--- config.mk ---
export PLATFORM = sky130hd
export DESIGN_NAME = boundary_edge
export DESIGN_NICKNAME = d
export VERILOG_FILES = /design/src/rtl/boundary_edge.sv
export SDC_FILE = /design/constraint.sdc
export NUM_CORES = 1
export LEC_CHECK = 0
export CAP_MARGIN = 30
export CELL_PAD_IN_SITES_DETAIL_PLACEMENT = 0
export CELL_PAD_IN_SITES_GLOBAL_PLACEMENT = 1
export CORE_MARGIN = 2
export CORE_UTILIZATION = 38
export DETAILED_ROUTE_END_ITERATION = 12
export PLACE_DENSITY_LB_ADDON = 0.1
export RECOVER_POWER = 50
export SYNTH_ARGS = -nofsm -noshare
export SYNTH_HDL_FRONTEND = slang
export SYNTH_SLANG_ARGS = --single-unit
--- constraint.sdc ---
create_clock -name Clk -period 3.1 [get_ports Clk]
set_input_delay 0.31 -clock Clk [delete_from_list [all_inputs] [get_ports Clk]]
set_output_delay 0.31 -clock Clk [all_outputs]
set_load 0.02 [all_outputs]
--- src/rtl/boundary_edge.sv ---
`default_nettype none
// ============================================================================
// Module   : boundary_edge
// Purpose  : Ghost-cell register bank for one grid edge. Values come from a
//            serial init chain and update on each simulation tick according
//            to the selected boundary mode (Dirichlet, Neumann, periodic,
//            absorbing).
// Revision : 1.0 - initial release
// ============================================================================
module boundary_edge #(
    parameter int WIDTH       = 8,
    parameter int CELLS       = 4,
    parameter int DECAY_SHIFT = 2
) (
    input  logic                   Clk,
    input  logic                   Reset,
    input  logic                   Tick,
    input  logic [1:0]             Mode,
    input  logic                   InitLoad,
    input  logic [WIDTH-1:0]       InitIn,
    output logic [WIDTH-1:0]       InitOut,
    input  logic [CELLS*WIDTH-1:0] Interior,
    input  logic [CELLS*WIDTH-1:0] Opposite,
    output logic [CELLS*WIDTH-1:0] GC_VAL,
    output logic                   InitDone,
    output logic [15:0]            StepCount
);

    localparam int                  C_LCNT_W = $clog2(CELLS + 1);
    localparam logic [C_LCNT_W-1:0] C_CELLS  = C_LCNT_W'(CELLS);
    localparam logic [C_LCNT_W-1:0] C_ONE    = C_LCNT_W'(1);

    localparam logic [1:0] C_MODE_DIRICHLET = 2'd0;
    localparam logic [1:0] C_MODE_NEUMANN   = 2'd1;
    localparam logic [1:0] C_MODE_PERIODIC  = 2'd2;
    localparam logic [1:0] C_MODE_ABSORB    = 2'd3;

    logic [WIDTH-1:0]    r_init [CELLS];
    logic [WIDTH-1:0]    r_gc   [CELLS];
    logic [C_LCNT_W-1:0] r_lcnt;
    logic [15:0]         r_stepCount;

    logic                w_initDone;
    logic                w_tickAccept;
    logic [WIDTH-1:0]    w_decayed [CELLS];

    // A complete sequence is present exactly when the load counter is full.
    assign w_initDone   = (r_lcnt == C_CELLS);
    // Loading takes priority: a tick on a load edge is dropped, not deferred.
    assign w_tickAccept = Tick & ~InitLoad & w_initDone;

    assign InitDone  = w_initDone;
    assign InitOut   = r_init[CELLS-1];
    assign StepCount = r_stepCount;

    // Per-cell absorbing step: subtract GC>>DECAY_SHIFT, or 1 once the shift
    // rounds to zero so small values still drain to 0 without underflow.
    for (genvar i = 0; i < CELLS; i++) begin : g_cell
        logic [WIDTH-1:0] w_shifted;
        logic [WIDTH-1:0] w_delta;

        assign w_shifted    = r_gc[i] >> DECAY_SHIFT;
        assign w_delta      = (w_shifted != '0) ? w_shifted :
                              ((r_gc[i] != '0) ? WIDTH'(1) : '0);
        assign w_decayed[i] = r_gc[i] - w_delta;
        assign GC_VAL[i*WIDTH +: WIDTH] = r_gc[i];
    end

    // Serial init chain and load counter; a load while full restarts the count.
    always_ff @(posedge Clk or negedge Reset) begin
        if (!Reset) begin
            for (int i = 0; i < CELLS; i++) begin
                r_init[i] <= '0;
            end
            r_lcnt <= '0;
        end else if (InitLoad) begin
            r_init[0] <= InitIn;
            for (int i = 1; i < CELLS; i++) begin
                r_init[i] <= r_init[i-1];
            end
            r_lcnt <= w_initDone ? C_ONE : (r_lcnt + C_ONE);
        end
    end

    // Ghost-cell update on each accepted tick, mode sampled on that edge.
    always_ff @(posedge Clk or negedge Reset) begin
        if (!Reset) begin
            for (int i = 0; i < CELLS; i++) begin
                r_gc[i] <= '0;
            end
        end else if (w_tickAccept) begin
            for (int i = 0; i < CELLS; i++) begin
                case (Mode)
                    C_MODE_DIRICHLET: r_gc[i] <= r_init[i];
                    C_MODE_NEUMANN:   r_gc[i] <= Interior[i*WIDTH +: WIDTH];
                    C_MODE_PERIODIC:  r_gc[i] <= Opposite[i*WIDTH +: WIDTH];
                    C_MODE_ABSORB:    r_gc[i] <= w_decayed[i];
                    default:          r_gc[i] <= r_gc[i];
                endcase
            end
        end
    end

    // Accepted-tick counter, free-running wrap at 16 bits.
    always_ff @(posedge Clk or negedge Reset) begin
        if (!Reset) begin
            r_stepCount <= '0;
        end else if (w_tickAccept) begin
            r_stepCount <= r_stepCount + 16'd1;
        end
    end

endmodule
`default_nettype wire

# Yosys cells after proc, flatten, opt, wreduce, memory -nomap -nowiden
# Index checks and enable logic that the tools add are counted.
dict set report totals {
  in_bits 78
  out_inout_bits 57
  ff_bits 83
}
dict set report op_classes {
  bitwise_logic 3
  eq_ne 4
  n_reduce_logical 9
  n_addsub 6
  muxes 13
}
# op n
set op_table {}
lappend op_table {{one-hot mux 8 bit (4 select lines)} 4}
lappend op_table {{nonzero test 8 bit} 8}
lappend op_table {{subtractor 8 x 6 -> 8 bit} 4}
lappend op_table {{two-way mux 6 bit} 4}
lappend op_table {{adder 16 x 1 -> 16 bit (second input constant)} 1}
lappend op_table {{== test 2 bit (second input constant)} 2}
lappend op_table {{two-way mux 1 bit} 4}
lappend op_table {{adder 3 x 1 -> 3 bit (second input constant)} 1}
lappend op_table {{== test 3 bit (second input constant)} 1}
lappend op_table {{two-way mux 3 bit} 1}
lappend op_table {{bitwise AND 1 bit} 2}
lappend op_table {{== test 2 x 1 -> 1 bit (second input constant)} 1}
lappend op_table {{zero test 2 bit} 1}
lappend op_table {{inverter 1 bit} 1}

# Logic depth before layout (Yosys ltp)
# Gate-level depths: netlist of the first run.
dict set report logic_depth {
  word_depth 5
  mapped_depth 11
}

# Worst setup path after synthesis of the first run
# OpenSTA, ideal clock, no wires.
dict set report synth_path {
  path_kind {register to register}
  from {register r_gc (netlist bit GC_VAL[5])}
  to {register r_gc (netlist bit GC_VAL[6])}
  required_ps 3022
  arrival_time_ps 2283
  setup_time_ps 78
  stages_incl_launch_ff 11
  path_buffers 0
  setup_slack_ps 740
  path_cell_list {dfrtp_1 nor3_1 a21o_1 ha_1 inv_1 fa_1 a21oi_1 maj3_2 o221ai_1 o31ai_1 o2bb2ai_1}
}
dict set report synth_between {
  elab_chain_cells 5
  word_cells_on_any_way 6
}
# item line_no
set synth_rtl {}
lappend synth_rtl {{from (decl)} 39} ;# logic [WIDTH-1:0] r_gc [CELLS];
lappend synth_rtl {{from (signal, indexed assignment)} 94} ;# C_MODE_DIRICHLET: r_gc[i] <= r_init[i];
lappend synth_rtl {{from (signal, indexed assignment)} 95} ;# C_MODE_NEUMANN: r_gc[i] <= Interior[i*WIDTH +: WIDTH];
lappend synth_rtl {{from (signal, indexed assignment)} 96} ;# C_MODE_PERIODIC: r_gc[i] <= Opposite[i*WIDTH +: WIDTH];
lappend synth_rtl {{nonzero test 8 bit} 64} ;# ((r_gc[i] != '0) ? WIDTH'(1) : '0);
lappend synth_rtl {{two-way mux 1 bit} 64}
lappend synth_rtl {{two-way mux 6 bit} 63} ;# assign w_delta = (w_shifted != '0) ? w_shifted :
lappend synth_rtl {{subtractor 8 x 6 -> 8 bit (*)} 65} ;# assign w_decayed[i] = r_gc[i] - w_delta;
lappend synth_rtl {{one-hot mux 8 bit (4 select lines) (*)} 93} ;# case (Mode)
# Every way passes the cells marked *; elsewhere a longest branch is shown, timed or not.
# A chain may end at the register's enable or synchronous reset.

# Worst setup path after layout of the first run
# Same ends and word-level chain as after synthesis.

==> Implementation_results.wiki, run 1 <==
{| class="wikitable"
! Metric !! Value
|-
| Clock buffer count from CTS || 9
|-
| Final period demand of the worst path || 2.554 ns
|-
| Vias || 4613
|-
| Die width || 123.9 um
|-
| Gate Count Post-Synth || 548
|-
| Fillers || 1287
|-
| Worst vdd ir || 0.3784 mV
|-
| Power Density || 857.0 nW/um^2
|-
| Fraction of synthesized cell area taken by the top area cell type || 38.00%
|-
| Sw Share || 41.08%
|-
| Largest area contributor in the synthesized netlist || sky130_fd_sc_hd__dfrtp_1
|-
| Total global routing overflow || 0
|-
| Crit. End Element || register
|-
| Detailed Routing Iterations Pass 1 || 4
|-
| Count of final max-slew check failures || 30
|-
| F_max || 0.3915 GHz
|-
| Die ar. || 15360 um^2
|-
| DRC violations left || 0
|-
| Clock root cell || sky130_fd_sc_hd__clkbuf_16
|-
| Share of the cycle needed by the critical path after routing || 82.39%
|-
| Count of input and output buffers || 134
|-
| Post-detailed-route wirelength per cell || 18.77 um
|-
| Number of gates given a new drive strength after cts || 0
|-
| Largest net degree at the start of global routing || 44
|-
| Endpoints failing hold || 0
|-
| Clock net sink count || 83
|-
| GRT Util Overall || 22.07%
|-
| Logic gate share of total power || 54.3%
|-
| Clock transition at path regs || 0.06 ns
|-
| Fraction of power consumed by sequential logic || 27.9%
|-
| Maximum number of buffers from clock root to sink || 2
|-
| Sequential area share after synthesis || 38.00%
|-
| Core Rows || 43
|-
| Hold Buf Count CTS || 1
|-
| Antenna violations before repair || 0
|-
| Layout area overhead || 31.91%
|-
| Synthesized area per cell || 9.973 um^2
|-
| Footprint of the multi-input gates || 3033 um^2
|-
| First-iteration detailed-routing DRC count || 421
|-
| Synthesis Warnings || 0
|-
| Initial Utilization || 39.07%
|-
| Unrepaired setup endpoints after global routing || no
|-
| Power, Total || 6.179 mW
|-
| Mapped Area || 5465 um^2
|-
| Least-Margin Pin Slew || 1.585 ns
|-
| Worst hold path class || input pin to register
|-
| Synth async-reset ratio || 100.0%
|-
| Ranking of synthesized cells by area || sky130_fd_sc_hd__dfrtp_1 38%, sky130_fd_sc_hd__mux2_2 7.2%, sky130_fd_sc_hd__ha_1 6.6%
|-
| Setup Fix Bufs, Post-CTS || 0
|-
| Worst setup SP type || register
|-
| Layout cell share with drive strength beyond 1 || 12.68%
|-
| Crit path max fanout || 8
|-
| Vias/cell || 5.376
|-
| Final Wtd Congestion || 0.8836
|-
| Global-route wire length before repair || 25.18 mm
|-
| Num ports || 135
|-
| Net count of the finished layout || 784
|-
| Wirelength, routed || 16.11 mm
|-
| CTS tree || done
|-
| Number of flip-flops and latches in the synthesized netlist || 83
|-
| Setup Viol. Count Final || 0
|-
| Total negative slack for setup checks || 0 ns
|-
| Category of the critical setup timing path || register to register
|-
| Number of enable-type register cells in the synthesized netlist || 0
|-
| Psw || 2.538 mW
|-
| Run status || complete, but fails checks
|-
| Worst slack at placement || 0.5970 ns
|-
| Relative max-transition margin || -5.683%
|-
| Count of max-cap constraint violations || 1
|-
| Unique cell type count in the Yosys netlist || 62
|-
| Final setup margin || 0.5458 ns
|-
| Data arrival at the endpoint of the critical path || 2.83 ns
|-
| Net count after synthesis || 659
|-
| Std-Cell Core Area || 13990 um^2
|-
| Overall die height || 123.9 um
|-
| Detailed-placement wirelength estimate || 11.94 mm
|-
| Count of antenna-violating nets left after detailed routing || 0
|-
| Area occupied by registers || 2077 um^2
|-
| Core utilization of the finished layout || 51.54%
|-
| Setup clock skew after layout || 0.006543 ns
|-
| P_int || 3.640 mW
|-
| Violations in the final reports || capacitance limit, slew limit
|-
| Worst-skew pair later-pin latency || 0.35 ns
|-
| Vias in the first global route || 4532
|-
| Worst endpoint required time || 3.38 ns
|-
| Leading cell types in the layout, fill and taps excluded || 130 x sky130_fd_sc_hd__clkdlybuf4s50_1, 83 x sky130_fd_sc_hd__dfrtp_1, 53 x sky130_fd_sc_hd__nand2_1, 42 x sky130_fd_sc_hd__inv_1, 34 x sky130_fd_sc_hd__mux2_2
|-
| Dominant synthesized flop cell || sky130_fd_sc_hd__dfrtp_1
|-
| Number of levels the H-tree was split into || 3
|-
| Clock share of power || 17.8%
|-
| Most common library cell in the layout ignoring fill and taps || sky130_fd_sc_hd__clkdlybuf4s50_1
|-
| Leakage power figure || 3.162 nW
|-
| Antenna diodes || 0
|}
-- flip-flops by register name, summed over array words and instances, names as in the netlist --
name       cells
StepCount     16
GC_VAL        32
InitOut        8
r_lcnt         3
r_init        24
-- through the flow --
stage               hold WS, ns  cells  instance area, um^2
floorplan               0.01441    548                 5465
global placement         0.3611    841                 6918
detailed placement       0.3695    841                 6918
CTS                      0.3410    858                 7223
global route             0.4847    858                 7209
finish                   0.4742    858                 7209
-- critical path, stage by stage, from the launching register on --
cell,delay [ns]
sky130_fd_sc_hd__dfrtp_1,0.49
sky130_fd_sc_hd__nor3_1,0.23
sky130_fd_sc_hd__a21o_1,0.15
sky130_fd_sc_hd__ha_1,0.16
sky130_fd_sc_hd__inv_1,0.07
sky130_fd_sc_hd__fa_1,0.41
sky130_fd_sc_hd__a21oi_1,0.16
sky130_fd_sc_hd__maj3_2,0.24
sky130_fd_sc_hd__o221ai_1,0.15
sky130_fd_sc_hd__o31ai_1,0.28
sky130_fd_sc_hd__o2bb2ai_1,0.15
-- synthesized netlist by cell type (2+ instances only) --
cell and number:
sky130_fd_sc_hd__a221oi_1 2, sky130_fd_sc_hd__clkbuf_1 8, sky130_fd_sc_hd__xnor2_1 12, sky130_fd_sc_hd__o31ai_1 2, sky130_fd_sc_hd__mux2i_1 17, sky130_fd_sc_hd__nand2b_1 4, sky130_fd_sc_hd__and4_1 3, sky130_fd_sc_hd__a2bb2oi_1 4
sky130_fd_sc_hd__nand3_1 11, sky130_fd_sc_hd__a21oi_1 17, sky130_fd_sc_hd__mux2_2 35, sky130_fd_sc_hd__o21ai_0 22, sky130_fd_sc_hd__a21o_1 4, sky130_fd_sc_hd__a22o_1 2, sky130_fd_sc_hd__o22ai_1 5, sky130_fd_sc_hd__and3_1 4
sky130_fd_sc_hd__inv_1 42, sky130_fd_sc_hd__nor3b_1 3, sky130_fd_sc_hd__nor2_1 33, sky130_fd_sc_hd__and2_1 4, sky130_fd_sc_hd__o211ai_1 3, sky130_fd_sc_hd__nor2b_1 10, sky130_fd_sc_hd__nand4_1 3, sky130_fd_sc_hd__nand2_1 53
sky130_fd_sc_hd__xor2_1 11, sky130_fd_sc_hd__dfrtp_1 83, sky130_fd_sc_hd__buf_2 14, sky130_fd_sc_hd__o21ai_1 9, sky130_fd_sc_hd__a41o_1 3, sky130_fd_sc_hd__ha_1 29, sky130_fd_sc_hd__o311ai_1 2, sky130_fd_sc_hd__o21a_1 6
sky130_fd_sc_hd__buf_4 11, sky130_fd_sc_hd__fa_1 4, sky130_fd_sc_hd__a211oi_1 6, sky130_fd_sc_hd__o221ai_1 6, sky130_fd_sc_hd__a31oi_1 5, sky130_fd_sc_hd__a22oi_1 3, sky130_fd_sc_hd__or3b_2 2, sky130_fd_sc_hd__o31a_1 3
sky130_fd_sc_hd__nor3_1 13, sky130_fd_sc_hd__nor4_1 3, sky130_fd_sc_hd__mux4_2 13
-- area by class of cell --
class	count	area share, %
inverter	43	2.239
tap	180	3.124
timing repair buffer	148	19.66
multi-input combinational	388	42.07
clock buffer	11	3.367
sequential	83	28.81
clock inverter	5	0.7289
-- cells by family after synthesis --
| group | share of synthesized area (%) |
|---|---|
| XOR/XNOR | 3.686 |
| adder cells (fa/ha/maj) | 8.311 |
| buffers and inverters | 6.502 |
| flip-flops | 38.00 |
| multiplexers | 15.68 |
| AND/OR/NAND/NOR | 13.58 |
| AO/OA/AOI/OAI | 14.24 |
-- power groups by stage --
stage	registers (mW)	logic [mW]	clock network, mW
3_3_place_gp	1.73	3.31	0
3_5_place_dp	1.75	3.31	0
2_1_floorplan	1.88	2.07	0
5_1_grt	1.78	3.70	1.17
6_report	1.73	3.35	1.10
4_1_cts	1.73	3.34	1.13
-- worst paths after layout --
check                      cells past startpoint       endpoint  slack (ns)          start
setup reg to reg                              10      GC_VAL[6]        0.55      GC_VAL[5]
max in group asynchronous                      3     GC_VAL[28]        0.70          Reset
setup / recovery                              10      GC_VAL[6]        0.55      GC_VAL[5]
hold / removal                                 3      r_lcnt[2]        0.47       InitLoad
hold reg to reg                                1  StepCount[15]        0.48  StepCount[15]
min in group asynchronous                      2   StepCount[7]        0.74          Reset
-- per-layer routing --
| metal | vias to the layer above | global-route usage [%] | wire, um |
|---|---|---|---|
| met5 | - | 0 | 0 |
| met4 | 0 | 5.899 | 232 |
| met3 | 21 | 5.678 | 851 |
| met2 | 128 | 35.54 | 7544 |
| met1 | 2261 | 29.61 | 7478 |
| li1 | 2203 | - | - |
Power figures use the tool's default switching activity.
==> run 2: changes to the inputs <==
--- a/config.mk
+++ b/config.mk
@@ -9,7 +9,7 @@
 export CELL_PAD_IN_SITES_DETAIL_PLACEMENT = 0
 export CELL_PAD_IN_SITES_GLOBAL_PLACEMENT = 1
 export CORE_MARGIN = 2
-export CORE_UTILIZATION = 38
+export CORE_UTILIZATION = 35
 export DETAILED_ROUTE_END_ITERATION = 12
 export PLACE_DENSITY_LB_ADDON = 0.1
 export RECOVER_POWER = 50
==> constraint.sdc (replaced) <==
create_clock -name Clk -period 2.07 [get_ports Clk]
set_input_delay 0.207 -clock Clk [delete_from_list [all_inputs] [get_ports Clk]]
set_output_delay 0.207 -clock Clk [all_outputs]
set_load 0.02 [all_outputs]
==> run 2 against run 1 <==
  * The flow finishes with violations (setup timing)
  * Maximum frequency grew 14%
  * Via count grew 7.0%
  * Core utilization rose by 2.0 points
  * Non-clock buffer count is 71 higher
  * Design area grew 13%
  * Largest power group unchanged
==> Implementation_results.wiki, run 2 (synthesis results as in run 1) <==
{| class="wikitable"
! Metric !! Value
|-
| CTS tree || done (unchanged)
|-
| Net count of the finished layout || 855 (was 784)
|-
| Category of the critical setup timing path || register to register (unchanged)
|-
| Worst endpoint required time || 2.32 ns (was 3.38 ns)
|-
| Area occupied by registers || 2101 um^2 (was 2077 um^2)
|-
| Most common library cell in the layout ignoring fill and taps || sky130_fd_sc_hd__clkdlybuf4s50_1 (unchanged)
|-
| List of cells traversed by the critical path || nor3_2, a21o_1, ha_2, inv_2, fa_2, buf_4, xor2_1, mux4_2, nand2_1, nand2_1 (was nor3_1, a21o_1, ha_1, inv_1, fa_1, a21oi_1, maj3_2, o221ai_1, o31ai_1, o2bb2ai_1)
|-
| Fillers || 1407 (was 1287)
|-
| Flip-flop count of the largest register, all copies and words added || 32 (unchanged)
|-
| Top Family by Delay on Critical Path || adder cells (was compound AO/OA/AOI/OAI gates)
|-
| Hold_sp || Mode[0] (was InitLoad)
|-
| Worst Setup EP || GC_VAL[2] (was GC_VAL[6])
|-
| Leading cell types in the layout, fill and taps excluded || 129 x sky130_fd_sc_hd__clkdlybuf4s50_1, 74 x sky130_fd_sc_hd__buf_4, 64 x sky130_fd_sc_hd__dfrtp_1, 51 x sky130_fd_sc_hd__nand2_1 (was 130 x sky130_fd_sc_hd__clkdlybuf4s50_1, 83 x sky130_fd_sc_hd__dfrtp_1, 53 x sky130_fd_sc_hd__nand2_1, 42 x sky130_fd_sc_hd__inv_1, 34 x sky130_fd_sc_hd__mux2_2)
|-
| Timing startpoint of the critical path || GC_VAL[5] (unchanged)
|-
| Clock transition at path regs || 0.07 ns (was 0.06 ns)
|-
| Overall die height || 129.0 um (was 123.9 um)
|-
| Worst hold path class || input pin to register (unchanged)
|-
| Leakage power figure || 3.566 nW (was 3.162 nW)
|-
| Maximum number of buffers from clock root to sink || 2 (unchanged)
|-
| DRC violations left || 0 (unchanged)
|-
| Depth of the worst register-to-register path || 10 (unchanged)
|-
| Violations in the final reports || setup timing (was capacitance limit, slew limit)
|-
| Worst-path cell with the longest stage delay || sky130_fd_sc_hd__mux4_2 (was sky130_fd_sc_hd__dfrtp_1)
|-
| Data arrival at the endpoint of the critical path || 2.49 ns (was 2.83 ns)
|-
| Final period demand of the worst path || 2.245 ns (was 2.554 ns)
|-
| Antenna diodes || 0 (unchanged)
|-
| Footprint of the multi-input gates || 3324 um^2 (was 3033 um^2)
|-
| Setup Viol. Count Final || 17 (was 0)
|-
| Least-Margin Pin Slew || 1.267 ns (was 1.585 ns)
|-
| Core Rows || 45 (was 43)
|-
| Detailed-placement wirelength estimate || 13.46 mm (was 11.94 mm)
|-
| Run status || complete, but fails checks (unchanged)
|-
| Vias/cell || 5.142 (was 5.376)
|-
| Unrepaired setup endpoints after global routing || yes (was no)
|-
| Global-route wire length before repair || 27.33 mm (was 25.18 mm)
|-
| Longest individual stage delay on the worst path || 0.46 ns (was 0.49 ns)
|-
| Endpoints failing hold || 0 (unchanged)
|-
| Relative max-transition margin || 15.55% (was -5.683%)
|-
| Final setup margin || -0.1747 ns (was 0.5458 ns)
|-
| Largest net degree at the start of global routing || 34 (was 44)
|-
| R2R setup slack || -0.17 ns (was 0.55 ns)
|-
| Count of max-cap constraint violations || 0 (was 1)
|-
| Die width || 129.0 um (was 123.9 um)
|-
| Crit path max fanout || 2 (was 8)
|-
| Number of gates on the worst path with buffers counted || 10 (unchanged)
|-
| Count of final max-slew check failures || 0 (was 30)
|-
| Crit. End Element || register (unchanged)
|-
| Post-detailed-route wirelength per cell || 18.26 um (was 18.77 um)
|-
| Total global routing overflow || 0 (unchanged)
|-
| Final Wtd Congestion || 0.8625 (was 0.8836)
|-
| Layout area overhead || 49.52% (was 31.91%)
|-
| Clock buffer count from CTS || 9 (unchanged)
|-
| Wirelength, routed || 17.53 mm (was 16.11 mm)
|-
| Worst reg2reg endpoint || GC_VAL[2] (was GC_VAL[6])
|-
| Crit path buffers/inverters || 2 (was 1)
|-
| GRT Util Overall || 21.53% (was 22.07%)
|-
| R2r startpoint || GC_VAL[5] (unchanged)
|-
| Power Density || 1370 nW/um^2 (was 857.0 nW/um^2)
|-
| Detailed Routing Iterations Pass 1 || 4 (unchanged)
|-
| Worst slack at placement || -0.1799 ns (was 0.5970 ns)
|-
| Num ports || 135 (unchanged)
|-
| Clock root cell || sky130_fd_sc_hd__clkbuf_16 (unchanged)
|-
| Vias in the first global route || 5107 (was 4532)
|-
| First-iteration detailed-routing DRC count || 218 (was 421)
|-
| Crit-path most repeated cell || sky130_fd_sc_hd__nand2_1
|-
| Worst vdd ir || 0.6441 mV (was 0.3784 mV)
|-
| Worst setup SP type || register (unchanged)
|-
| Core utilization of the finished layout || 53.55% (was 51.54%)
|-
| Std-Cell Core Area || 15260 um^2 (was 13990 um^2)
|-
| Count of input and output buffers || 134 (unchanged)
|-
| Clock net sink count || 83 (unchanged)
|-
| Antenna violations before repair || 0 (unchanged)
|-
| Power, Total || 11.20 mW (was 6.179 mW)
|-
| Setup clock skew after layout || 0.009741 ns (was 0.006543 ns)
|-
| Share of the cycle needed by the critical path after routing || 108.4% (was 82.39%)
|-
| Vias || 4936 (was 4613)
|-
| Initial Utilization || 35.82% (was 39.07%)
|-
| Worst-skew pair later-pin latency || 0.35 ns (about the same)
|-
| F_max || 0.4455 GHz (was 0.3915 GHz)
|-
| Layout cell share with drive strength beyond 1 || 31.11% (was 12.68%)
|-
| Number of levels the H-tree was split into || 3 (unchanged)
|-
| Die ar. || 16630 um^2 (was 15360 um^2)
|-
| Count of antenna-violating nets left after detailed routing || 0 (unchanged)
|}
-- run 2: cell types whose count changed in the layout (fill, tap and decap cells not counted), sizes merged --
| cell | change |
|---|---|
| clkinvlp | +1 |
| clkdlybuf4s50 | -1 |
| inv | +1 |
| clkbuf | -1 |
| buf | +72 |
| dlymetal6s2s | +1 |
| clkinv | -2 |
-- run 2: repair_timing --
item | in CTS | in global routing
pin swaps | 26 | 31
setup endpoints to repair | 21 | 29
gates resized for setup | 15 | 38
hold buffers | 1 | 0
buffers inserted | 5 | 7
endpoints found under the hold margin | 26 | 0
-- run 2: power by group --
group,switching (mW),leakage [nW],internal [mW]
clock network,0.700,0.142,0.975
logic,3.37,2.43,3.70
registers,0.364,0.994,2.08
total,4.43,3.57,6.76
-- run 2: routing by layer --
metal  track usage, %  part of all wire [%]
met1            29.14                    45
met2            35.29                    48
met3            3.701                   4.7
met4            6.777                   1.9
met5                0                     0
-- run 2: worst min-delay path, cell delays in order --
cell and delay (ns):
sky130_fd_sc_hd__buf_2 0.14, sky130_fd_sc_hd__buf_4 0.23, sky130_fd_sc_hd__a31oi_1 0.10
-- run 2: layout make-up --
class / instances / share of cell area (%)
Multi-Input combinational cell: 388 / 40.68
Sequential cell: 83 / 25.71
Timing Repair Buffer: 219 / 24.67
Tap cell: 211 / 3.231
Clock buffer: 11 / 2.970
Inverter: 43 / 1.975
Clock inverter: 5 / 0.7656
-- run 2: how the worst min path moves through the flow --
| stage | end | slack, ns | depth (start not counted) |
|---|---|---|---|
| final | GC_VAL[12] | 0.37 | 3 |
| after global routing | GC_VAL[12] | 0.38 | 3 |
| after CTS | StepCount[5] | 0.34 | 2 |
| after detailed placement | StepCount[5] | 0.17 | 1 |
| after global placement | StepCount[7] | 0.16 | 1 |
| after floorplan | GC_VAL[0] | -0.09 | 0 |
-- run 2: stage by stage --
stage	TNS, ns	cell area [um^2]	hold WS (ns)	cells
2_1_floorplan	-0.7285	5548	-0.08859	548
3_3_place_gp	-0.9691	7567	0.1601	934
3_5_place_dp	-1.123	7567	0.1658	934
4_1_cts	-1.465	7984	0.3398	956
5_1_grt	-3.696	8172	0.3831	960
6_report	-1.427	8172	0.3707	960
